File: src/rtl/chan_mux_pkg.sv
// chan_mux_rr shared package: mode encodings, default sizes
// and the wrap-around channel index increment.
package chan_mux_pkg;

  localparam logic MODE_FIXED = 1'b0;
  localparam logic MODE_RR    = 1'b1;

  localparam int DEF_WIDTH = 8;
  localparam int DEF_NCH   = 4;

  function automatic int wrap_inc(
    input int idx,
    input int n
  );
    return (idx >= n - 1) ? 0 : idx + 1;
  endfunction

endpackage

File: src/rtl/chan_mux_rr_arbiter.sv
// rr_arbiter: combinational round-robin grant, search from ptr up.
// Ports: req/ptr/en in; one-hot gnt, gnt_idx, any out.
module rr_arbiter
  import chan_mux_pkg::*;
#(
  parameter int NCH  = DEF_NCH,
  parameter int SELW = $clog2(NCH)
) (
  input  logic [NCH-1:0]  req,
  input  logic [SELW-1:0] ptr,
  input  logic            en,
  output logic [NCH-1:0]  gnt,
  output logic [SELW-1:0] gnt_idx,
  output logic            any
);

  int k;

  always_comb begin
    gnt     = '0;
    gnt_idx = '0;
    any     = 1'b0;
    k       = 0;
    if (en) begin
      for (int i = 0; i < NCH; i++) begin
        k = (int'(ptr) + i) % NCH;
        if (!any && req[k]) begin
          any     = 1'b1;
          gnt[k]  = 1'b1;
          gnt_idx = SELW'(k);
        end
      end
    end
  end

endmodule

File: src/rtl/chan_mux_rr.sv
// chan_mux_rr: registered N-channel mux, fixed-select or round-robin.
// Ports: clk, rst_n (sync, active-low); in_data/in_valid/in_ready per
// channel; mode, sel; out_data/out_ch/out_valid/out_ready.
// MUX_PARITY_EN adds out_par, even parity of out_data.
module chan_mux_rr
  import chan_mux_pkg::*;
#(
  parameter int WIDTH = DEF_WIDTH,
  parameter int NCH   = DEF_NCH,
  parameter int SELW  = $clog2(NCH)
) (
  input  logic                 clk,
  input  logic                 rst_n,
  input  logic [NCH*WIDTH-1:0] in_data,
  input  logic [NCH-1:0]       in_valid,
  output logic [NCH-1:0]       in_ready,
  input  logic                 mode,
  input  logic [SELW-1:0]      sel,
  output logic [WIDTH-1:0]     out_data,
  output logic [SELW-1:0]      out_ch,
  output logic                 out_valid,
`ifdef MUX_PARITY_EN
  output logic                 out_par,
`endif
  input  logic                 out_ready
);

  logic            can_load;
  logic            sel_ok;
  logic            load;
  logic            rr_en;
  logic            rr_any;
  logic [SELW-1:0] rr_ptr;
  logic [SELW-1:0] rr_idx;
  logic [SELW-1:0] ld_idx;
  logic [NCH-1:0]  fix_gnt;
  logic [NCH-1:0]  rr_gnt;
  logic [NCH-1:0]  gnt;
  logic [WIDTH-1:0] ld_data;

  assign can_load = !out_valid || out_ready;
  assign rr_en    = rst_n && can_load && (mode == MODE_RR);

  rr_arbiter #(
    .NCH  (NCH),
    .SELW (SELW)
  ) u_arb (
    .req     (in_valid),
    .ptr     (rr_ptr),
    .en      (rr_en),
    .gnt     (rr_gnt),
    .gnt_idx (rr_idx),
    .any     (rr_any)
  );

  // Fixed-mode ready ignores in_valid; out-of-range sel grants nothing.
  always_comb begin
    sel_ok  = int'(sel) < NCH;
    fix_gnt = '0;
    if (rst_n && can_load && sel_ok)
      fix_gnt[sel] = 1'b1;
  end

  always_comb begin
    gnt    = '0;
    ld_idx = '0;
    unique case (mode)
      MODE_FIXED: begin
        gnt    = fix_gnt;
        ld_idx = sel;
      end
      MODE_RR: begin
        gnt    = rr_gnt;
        ld_idx = rr_idx;
      end
      default: ;
    endcase
  end

  assign in_ready = gnt;
  assign load     = |(gnt & in_valid);
  assign ld_data  = in_data[int'(ld_idx)*WIDTH +: WIDTH];

  always_ff @(posedge clk) begin
    if (!rst_n) begin
      out_data  <= '0;
      out_ch    <= '0;
      out_valid <= 1'b0;
      rr_ptr    <= '0;
`ifdef MUX_PARITY_EN
      out_par   <= 1'b0;
`endif
    end else begin
      if (load) begin
        out_data  <= ld_data;
        out_ch    <= ld_idx;
        out_valid <= 1'b1;
`ifdef MUX_PARITY_EN
        out_par   <= ^ld_data;
`endif
      end else if (out_ready) begin
        out_valid <= 1'b0;
      end
      if (load && rr_any && mode == MODE_RR)
        rr_ptr <= SELW'(wrap_inc(int'(rr_idx), NCH));
    end
  end

endmodule

File: config.mk
export PLATFORM = sky130hd
export DESIGN_NAME = chan_mux_rr
export DESIGN_NICKNAME = d
export VERILOG_FILES = /design/src/rtl/chan_mux_pkg.sv /design/src/rtl/chan_mux_rr_arbiter.sv /design/src/rtl/chan_mux_rr.sv
export SDC_FILE = /design/constraint.sdc
export NUM_CORES = 1
export LEC_CHECK = 0
export CAP_MARGIN = 20
export CELL_PAD_IN_SITES_DETAIL_PLACEMENT = 1
export CELL_PAD_IN_SITES_GLOBAL_PLACEMENT = 1
export CORE_UTILIZATION = 34
export DETAILED_ROUTE_END_ITERATION = 10
export MAX_ROUTING_LAYER = met4
export PLACE_DENSITY = 0.87
export SLEW_MARGIN = 10
export SYNTH_ARGS = -nofsm -noshare
export SYNTH_HDL_FRONTEND = slang
export SYNTH_SLANG_ARGS = --single-unit
File: constraint.sdc
create_clock -name clk -period 8 [get_ports clk]
set_input_delay 1.2 -clock clk [delete_from_list [all_inputs] [get_ports clk]]
set_output_delay 1.2 -clock clk [all_outputs]
set_load 0.1 [all_outputs]
==> results.cfg, run 1 <==
[status]
status = complete, no violations

[clock_network]
cts_buffers = 3
root_buffer = clkbuf_8
clk_latency_ns = 0.25
clockBufferDepth = 2
holdBufCountCts = 0
post_cts_buffers = 0
cts_tree = done
htree_levels = 1
clock_sinks = 13
cts_resized = 0
clkTransAtPathRegs_ns = 0.06

[setup_path]
worstSetupPathType = input pin to output pin
crit_chain = clkdlybuf4s50_1, mux4_2, nand3b_1, a22o_1, a311oi_1, clkdlybuf4s50_1
startpoint_type = input pin
crit_buf_inv = 2
max_stage_delay_ns = 1.17
cpMaxStageDelayCell = clkdlybuf4s50_1
worstPathRequired_ns = 6.80
end_kind = output pin
cpMostUsedCell = clkdlybuf4s50_1
worstPathArrival_ns = 4.33
cp_top_family = buffers and inverters
path_max_fanout = 14

[timing]
finalHoldViolCount = 0
relSlewSlack_pct = 32.7
worstMarginPinSlew_ns = 1.01
maxSlewViolCount = 0
setup_tns_ns = 0
fin_worst_skew_ns = 0.00484
max_clock_freq_mhz = 181
period_minus_slack_ns = 5.53
post-route-period-util_pct = 69.2
rsz0062_at_grt = false
finalSetupViolations = 0

[routing]
drtIter0Drc = 111
dr.pass1.iters = 4
wire_per_inst_um = 18.0
via_per_inst = 5.63
finalWirelength_um = 4930
routed-via-count = 1543
detail-route-antenna-nets = 0
drc = 0

[floorplanning]
die_area_um2 = 4650
dieHeight_um = 68.2
rows = 23
pin_count = 57
die_x_um = 68.2
start_util_pct = 36.2
coreArea_um2 = 4120

[final_layout]
diodes = 0
post-route-util_pct = 51.0
n_fill_cell = 493
layoutNonFillerInstCount = 274
final_layout_size_suffix_gt1_share_pct = 9.82
final_nets = 275
design_area_um2 = 2100
syn_to_final_growth_pct = 40.8

[power_and_ir_drop]
p_int_mw = 0.172
powerDensity_nw_per_um2 = 155
sw_frac_of_total_pct = 47.0
leakage_nw = 0.861
combinationalPowerShare_pct = 56.7
power.switching_mw = 0.153
seqPwrFrac_pct = 24.5
p_clk_share_pct = 18.8
ir_worst_vdd_mv = 0.113

[placed_design]
io_buffer_count = 56
hpwlAfterDp_um = 3810
place_inst = 270
placed_area_um2 = 2050
place_congestion = 0.968

[synth]
synth_fa_ha_area_share_pct = 6.72
ys_top_cells_by_area = mux2i_1, dfxtp_1, mux2_2, ha_1, mux4_2
synth_edf_count = 0
yosys.area_share.simple_pct = 15.4
synth_top_area_share_pct = 18.8
async_flop_share_pct = 0
synth.mux.area_fraction_pct = 33.2
yosysTopAreaCell = mux2i_1
syn_area_per_cell_um2 = 8.47
ys_seq_area_share_pct = 17.5
synth_xor_area_share_pct = 0.588
syn_inst = 176
synth-main-ff-cell = dfxtp_1
synth_nets = 226
synth.distinct_cells = 38
synth_most_common_cell = mux2i_1
yosys_warnings = 0
synth_top_family_by_area = multiplexers
synth_seq_cells = 13
syn_area_um2 = 1490
ys_top_cells_by_count = mux2i_1, nand2_1, inv_1, dfxtp_1, mux2_2
synth_compound_area_share_pct = 19.1

[global_routing]
grt_use_total_pct = 22.5
overflow = 0
antenna_found_initial = 0
grt_pass1_wl_um = 7430
first_global_vias = 1467
grt_max_degree = 18

[min_path]
holdCritPathClass = register to register

[flow_run]
cap_violations = 0
[worst reg2reg max path: stages, from the launching register on]
cell and delay, ns:
dfxtp_1 0.76, inv_1 0.30, ha_1 0.59, mux4_2 0.47
a21oi_1 0.27, a221oi_1 0.11, o21ai_0 0.27, nand3_1 0.60
and3_1 0.47, o211a_1 0.22
[per-stage QoR]
step	power (mW)	hold WS, ns	setup slack, ns
2_1_floorplan	0.211	0.645	2.11
3_3_place_gp	0.261	0.446	2.53
3_5_place_dp	0.264	0.456	2.48
4_1_cts	0.326	0.466	2.48
5_1_grt	0.340	0.475	2.27
6_report	0.325	0.462	2.47
[cell usage in the layout, fill, tap and decap left out, types with 3 or more instances in the layout]
master,instances
clkbuf_8,3
ha_1,8
a21oi_1,8
mux2_2,11
nand3b_1,4
mux4_2,4
nand2_1,19
clkdlybuf4s50_1,56
dfxtp_1,13
o21ai_0,5
nor2_1,6
inv_1,14
nor3_1,5
mux2i_1,28
nand3_1,5
a221oi_1,7
[cells by family after synthesis]
logic type	count (synthesis)
flops	13
simple gates	47
mux	43
compound gates	38
fa+ha+maj	8
buf+inv	26
xor+xnor	1
[registers in the layout (all words and copies together), names as in the netlist]
signal,count
rr_ptr,2
out_valid,1
out_data,8
out_ch,2
[power by group through the flow]
stage,Combinational [mW],Clock (mW),Sequential [mW]
detailed placement,0.184,0,0.0809
floorplan,0.0722,0,0.139
finish,0.184,0.0611,0.0797
global route,0.193,0.0654,0.0808
CTS,0.185,0.0620,0.0796
global placement,0.181,0,0.0803
[routing by layer]
layer	up-vias	track usage, %	wire length, um
li1	749	-	-
met1	749	28.3	2140
met2	37	37.3	2550
met3	8	3.67	138
met4	0	5.47	97
met5	-	-	0
[cell type report]
| type | count | area [um2] | share of cell area [%] |
|---|---|---|---|
| multi-input cells | 137 | 1120 | 53.2 |
| repair buffers | 56 | 561 | 26.7 |
| flip-flops and latches | 13 | 260 | 12.4 |
| well taps | 50 | 62.6 | 2.98 |
| inverters | 14 | 52.6 | 2.50 |
| clock buffers | 3 | 41.3 | 1.97 |
| clock inverters | 1 | 5.00 | 0.239 |
[final timing paths]
kind / startpoint / end / slack, ns / cells after the start
max: in_valid[2] / in_ready[0] / 2.47 / 6
min: out_data[0] / out_data[0] / 0.46 / 2
max reg2reg: rr_ptr[0] / rr_ptr[0] / 3.84 / 9
min reg2reg: out_data[0] / out_data[0] / 0.46 / 2
(Power assumes the default switching activity.)
==> inputs of run 2 (changes only) <==
--- a/config.mk
+++ b/config.mk
@@ -8,10 +8,10 @@
 export CAP_MARGIN = 20
 export CELL_PAD_IN_SITES_DETAIL_PLACEMENT = 1
 export CELL_PAD_IN_SITES_GLOBAL_PLACEMENT = 1
-export CORE_UTILIZATION = 34
+export CORE_UTILIZATION = 32
 export DETAILED_ROUTE_END_ITERATION = 10
 export MAX_ROUTING_LAYER = met4
-export PLACE_DENSITY = 0.87
+export PLACE_DENSITY = 0.83
 export SLEW_MARGIN = 10
 export SYNTH_ARGS = -nofsm -noshare
 export SYNTH_HDL_FRONTEND = slang
==> constraint.sdc (replaced) <==
create_clock -name clk -period 5.1 [get_ports clk]
set_input_delay 0.765 -clock clk [delete_from_list [all_inputs] [get_ports clk]]
set_output_delay 0.765 -clock clk [all_outputs]
set_load 0.1 [all_outputs]
==> results.cfg, run 2 (synthesis results as in run 1) <==
[setup_path]
worstSetupPathType = register to output pin
end_kind = output pin
path_max_fanout = 11
worstPathRequired_ns = 4.34
cp_top_family = compound AO/OA/AOI/OAI gates
crit_buf_inv = 2
crit_chain = inv_1, ha_1, and3b_1, o21ai_0, o211ai_1, a221oi_1, nor3_1, buf_4
startpoint_type = register
max_stage_delay_ns = 0.59
cpMaxStageDelayCell = dfxtp_1
worstPathArrival_ns = 3.14

[flow_run]
cap_violations = 0

[routing]
via_per_inst = 5.53
drtIter0Drc = 98
detail-route-antenna-nets = 0
wire_per_inst_um = 17.0
routed-via-count = 1536
finalWirelength_um = 4720
drc = 0
dr.pass1.iters = 4

[global_routing]
overflow = 0
grt_pass1_wl_um = 7930
grt_max_degree = 18
antenna_found_initial = 0
first_global_vias = 1593
grt_use_total_pct = 20.6

[timing]
finalSetupViolations = 0
finalHoldViolCount = 0
worstMarginPinSlew_ns = 1.03
post-route-period-util_pct = 76.6
period_minus_slack_ns = 3.91
setup_tns_ns = 0
rsz0062_at_grt = false
fin_worst_skew_ns = 0.00271
relSlewSlack_pct = 31.1
max_clock_freq_mhz = 256
maxSlewViolCount = 0
whs_ns = 0.463

[power_and_ir_drop]
ir_worst_vdd_mv = 0.192
leakage_nw = 0.879
p_int_mw = 0.271
p_clk_share_pct = 19.1
power.switching_mw = 0.242
seqPwrFrac_pct = 23.9
powerDensity_nw_per_um2 = 243
sw_frac_of_total_pct = 47.2
combinationalPowerShare_pct = 56.9

[floorplanning]
dieHeight_um = 70.2
die_area_um2 = 4930
rows = 24
coreArea_um2 = 4410
pin_count = 57
die_x_um = 70.2
start_util_pct = 33.8

[final_layout]
largest_reg_flops = 8
multiInputGateArea_um2 = 1120
final_common_cell = clkdlybuf4s50_1
n_fill_cell = 515
syn_to_final_growth_pct = 41.7
final_nets = 277
layout_common_cells = clkdlybuf4s50_1, mux2i_1, nand2_1, inv_1, dfxtp_1
diodes = 0
final_layout_size_suffix_gt1_share_pct = 12.8
layoutNonFillerInstCount = 278
top_register = out_data
seq_area_um2 = 260
reg.largest.list = out_data: 8 flops, out_ch: 2 flops, rr_ptr: 2 flops

[placed_design]
hpwlAfterDp_um = 3680
place_inst = 274
io_buffer_count = 56
place_congestion = 0.907

[clock_network]
holdBufCountCts = 0
post_cts_buffers = 0
clk_latency_ns = 0.26
clkTransAtPathRegs_ns = 0.06
clock_sinks = 13
root_buffer = clkbuf_8
cts_resized = 0
clockBufferDepth = 2
cts_buffers = 3
htree_levels = 1
cts_tree = done

[min_path]
holdCritPathClass = register to register

[status]
status = complete, no violations
run 2: cell count changes in the layout (fill, tap and decap cells not counted), sizes merged:
| cell | delta |
|---|---|
| clkdlybuf4s50 | -4 |
| buf | +6 |
run 2: worst register-to-register path, stage by stage (launching register included):
cell	delay, ns
dfxtp_1	0.59
inv_1	0.22
ha_1	0.56
and3b_1	0.21
o21ai_0	0.09
o211ai_1	0.45
o21ai_0	0.30
o21ai_1	0.55
mux2_2	0.41
mux2i_1	0.14
run 2: through the flow:
step                      util (%)  total power [mW]  worst slack [ns]  instance area (um2)
after global placement        46.8             0.411              1.33                 2070
after global routing          47.8             0.538             0.937                 2110
after detailed placement      46.8             0.416              1.28                 2070
final                         47.8             0.513              1.19                 2110
after CTS                     47.8             0.516              1.18                 2110
after floorplan                  -             0.331             0.210                 1500
run 2: per-layer routing:
metal / GRT usage [%] / wire length [um] / share of wire (%) / up-vias
met5: - / 0 / 0 / -
met3: 5.05 / 238 / 5.0 / 9
met1: 26.1 / 2100 / 45 / 730
li1: - / - / - / 751
met2: 32.6 / 2290 / 48 / 46
met4: 5.78 / 91 / 1.9 / 0
run 2: path summary, 6_finish.rpt:
check                              endpoint        start  cells after the start  slack (ns)
worst max-delay path            in_ready[1]    rr_ptr[1]                      8        1.19
worst min-delay path            out_data[3]  out_data[3]                      2        0.46
worst max register to register  out_data[5]    rr_ptr[1]                      9        1.49
worst min register to register  out_data[3]  out_data[3]                      2        0.46
run 2: cell type report:
class                   instances  share of cell area [%]
multi-input cells             137                    53.1
repair buffers                 58                    26.8
flip-flops and latches         13                    12.3
well taps                      52                    3.08
inverters                      14                    2.49
clock buffers                   3                    1.95
clock inverters                 1                   0.237
run 2: power by group through the flow:
stage	Combinational (mW)	Clock (mW)	Sequential, mW
5_1_grt	0.308	0.106	0.124
2_1_floorplan	0.114	0	0.217
3_5_place_dp	0.291	0	0.125
3_3_place_gp	0.287	0	0.124
6_report	0.292	0.0982	0.123
4_1_cts	0.293	0.100	0.123
==> inputs of run 3 (changes only) <==
==> constraint.sdc (replaced) <==
create_clock -name clk -period 3.95 [get_ports clk]
set_input_delay 0.5925 -clock clk [delete_from_list [all_inputs] [get_ports clk]]
set_output_delay 0.5925 -clock clk [all_outputs]
set_load 0.1 [all_outputs]
==> results.cfg, run 3 (synthesis results as in run 1) <==
[routing]
drc = 0
detail-route-antenna-nets = 0
finalWirelength_um = 4700
drtIter0Drc = 85
routed-via-count = 1568
wire_per_inst_um = 16.7
dr.pass1.iters = 4
via_per_inst = 5.58

[power_and_ir_drop]
p_clk_share_pct = 18.2
combinationalPowerShare_pct = 58.1
powerDensity_nw_per_um2 = 305
p_int_mw = 0.362
sw_frac_of_total_pct = 46.0
ir_worst_vdd_mv = 0.273
seqPwrFrac_pct = 23.7
leakage_nw = 0.908
power.switching_mw = 0.308

[setup_path]
worst-r2r-setup-slack_ns = 0.76
reg2regPathDepth = 10
end_kind = output pin
worstPathArrival_ns = 2.92
startpoint_type = input pin
worstSetupPathType = input pin to output pin
r2r-end = out_data[5]
r2r-start = rr_ptr[0]
path_max_fanout = 14
worstPathRequired_ns = 3.36

[global_routing]
grt_max_degree = 18
overflow = 0
grt_pass1_wl_um = 7830
grt_use_total_pct = 20.3
first_global_vias = 1599
antenna_found_initial = 0

[clock_network]
holdBufCountCts = 0
cts_resized = 0
htree_levels = 1
clockBufferDepth = 2
clkTransAtPathRegs_ns = 0.05
clk_latency_ns = 0.24
root_buffer = clkbuf_8
cts_tree = done
cts_buffers = 3
post_cts_buffers = 0
clock_sinks = 13

[status]
status = complete, no violations

[floorplanning]
start_util_pct = 33.8
coreArea_um2 = 4410
rows = 24
die_x_um = 70.2
pin_count = 57
die_area_um2 = 4930
dieHeight_um = 70.2

[final_layout]
reg.largest.list = out_data: 8 flops, out_ch: 2 flops, rr_ptr: 2 flops
layoutNonFillerInstCount = 281
largest_reg_flops = 8
diodes = 0
layout_common_cells = clkdlybuf4s50_1, mux2i_1, nand2_1, inv_1, dfxtp_1
top_register = out_data
n_fill_cell = 520
final_common_cell = clkdlybuf4s50_1
final_layout_size_suffix_gt1_share_pct = 14.8
syn_to_final_growth_pct = 47.5
final_nets = 280

[placed_design]
hpwlAfterDp_um = 3740
io_buffer_count = 56
place_congestion = 0.941
pre_cts_ws_ns = 0.443
place_inst = 277

[timing]
maxSlewViolCount = 0
relSlewSlack_pct = 33.8
rsz0062_at_grt = false
finalSetupViolations = 0
finalHoldViolCount = 0
layout_setup_ws_ns = 0.437
fin_worst_skew_ns = 0.00430
period_minus_slack_ns = 3.51
max_clock_freq_mhz = 285
worstMarginPinSlew_ns = 0.990
post-route-period-util_pct = 88.9

[min_path]
hp-start = out_data[4]
holdCritPathClass = register to register
hold_path_depth = 2
hold_path_end = out_data[4]

[flow_run]
cap_violations = 0
==> run 3: critical path, stage by stage <==
cell and delay, ns:
clkdlybuf4s50_1 0.72, nor3b_1 0.22, o21ai_0 0.10, o211ai_1 0.54
nand2_1 0.14, a311oi_2 0.38, buf_12 0.22
==> run 3: worst max path at each step <==
stage           startpoint           to  slack (ns)  cells past startpoint
2_1_floorplan    rr_ptr[0]  in_ready[0]       -0.04                      9
3_5_place_dp   in_valid[0]  out_data[5]        0.44                      9
6_report       in_valid[2]  in_ready[0]        0.44                      7
3_3_place_gp   in_valid[2]  in_ready[0]        0.53                      7
4_1_cts        in_valid[2]  in_ready[0]        0.50                      7
5_1_grt        in_valid[0]  in_ready[0]        0.27                      7
==> run 3: area by class of cell <==
type                            instances  area [um2]  share of cell area (%)
Multi-Input combinational cell        137        1140                    51.7
Clock buffer                            4        45.0                    2.05
Tap cell                               52        65.1                    2.96
Sequential cell                        13         260                    11.8
Inverter                               14        52.6                    2.39
Timing Repair Buffer                   61         638                    29.0
==> run 3: through the flow <==
step                      util [%]  hold slack, ns  area, um2  TNS [ns]  total power, mW
final                         49.8           0.463       2200         0            0.670
after global routing          49.8           0.482       2200         0            0.702
after CTS                     49.8           0.469       2200         0            0.672
after detailed placement      48.8           0.458       2150         0            0.550
after global placement        48.8           0.444       2150         0            0.545
after floorplan                  -           0.645       1510   -0.0443            0.430
==> run 3: routing by layer <==
| layer | vias to the layer above | wire length (um) | share of wire, % | GRT usage [%] |
|---|---|---|---|---|
| li1 | 756 | - | - | - |
| met1 | 765 | 2130 | 45 | 26.4 |
| met2 | 41 | 2350 | 50 | 33.1 |
| met3 | 6 | 167 | 3.6 | 3.17 |
| met4 | 0 | 53 | 1.1 | 4.22 |
| met5 | - | 0 | 0 | - |
==> run 3: power groups by stage <==
stage	logic, mW	clock network (mW)	registers, mW
final	0.389	0.122	0.159
after global routing	0.410	0.131	0.161
after CTS	0.391	0.122	0.159
after detailed placement	0.389	0	0.161
after global placement	0.385	0	0.160
after floorplan	0.149	0	0.281
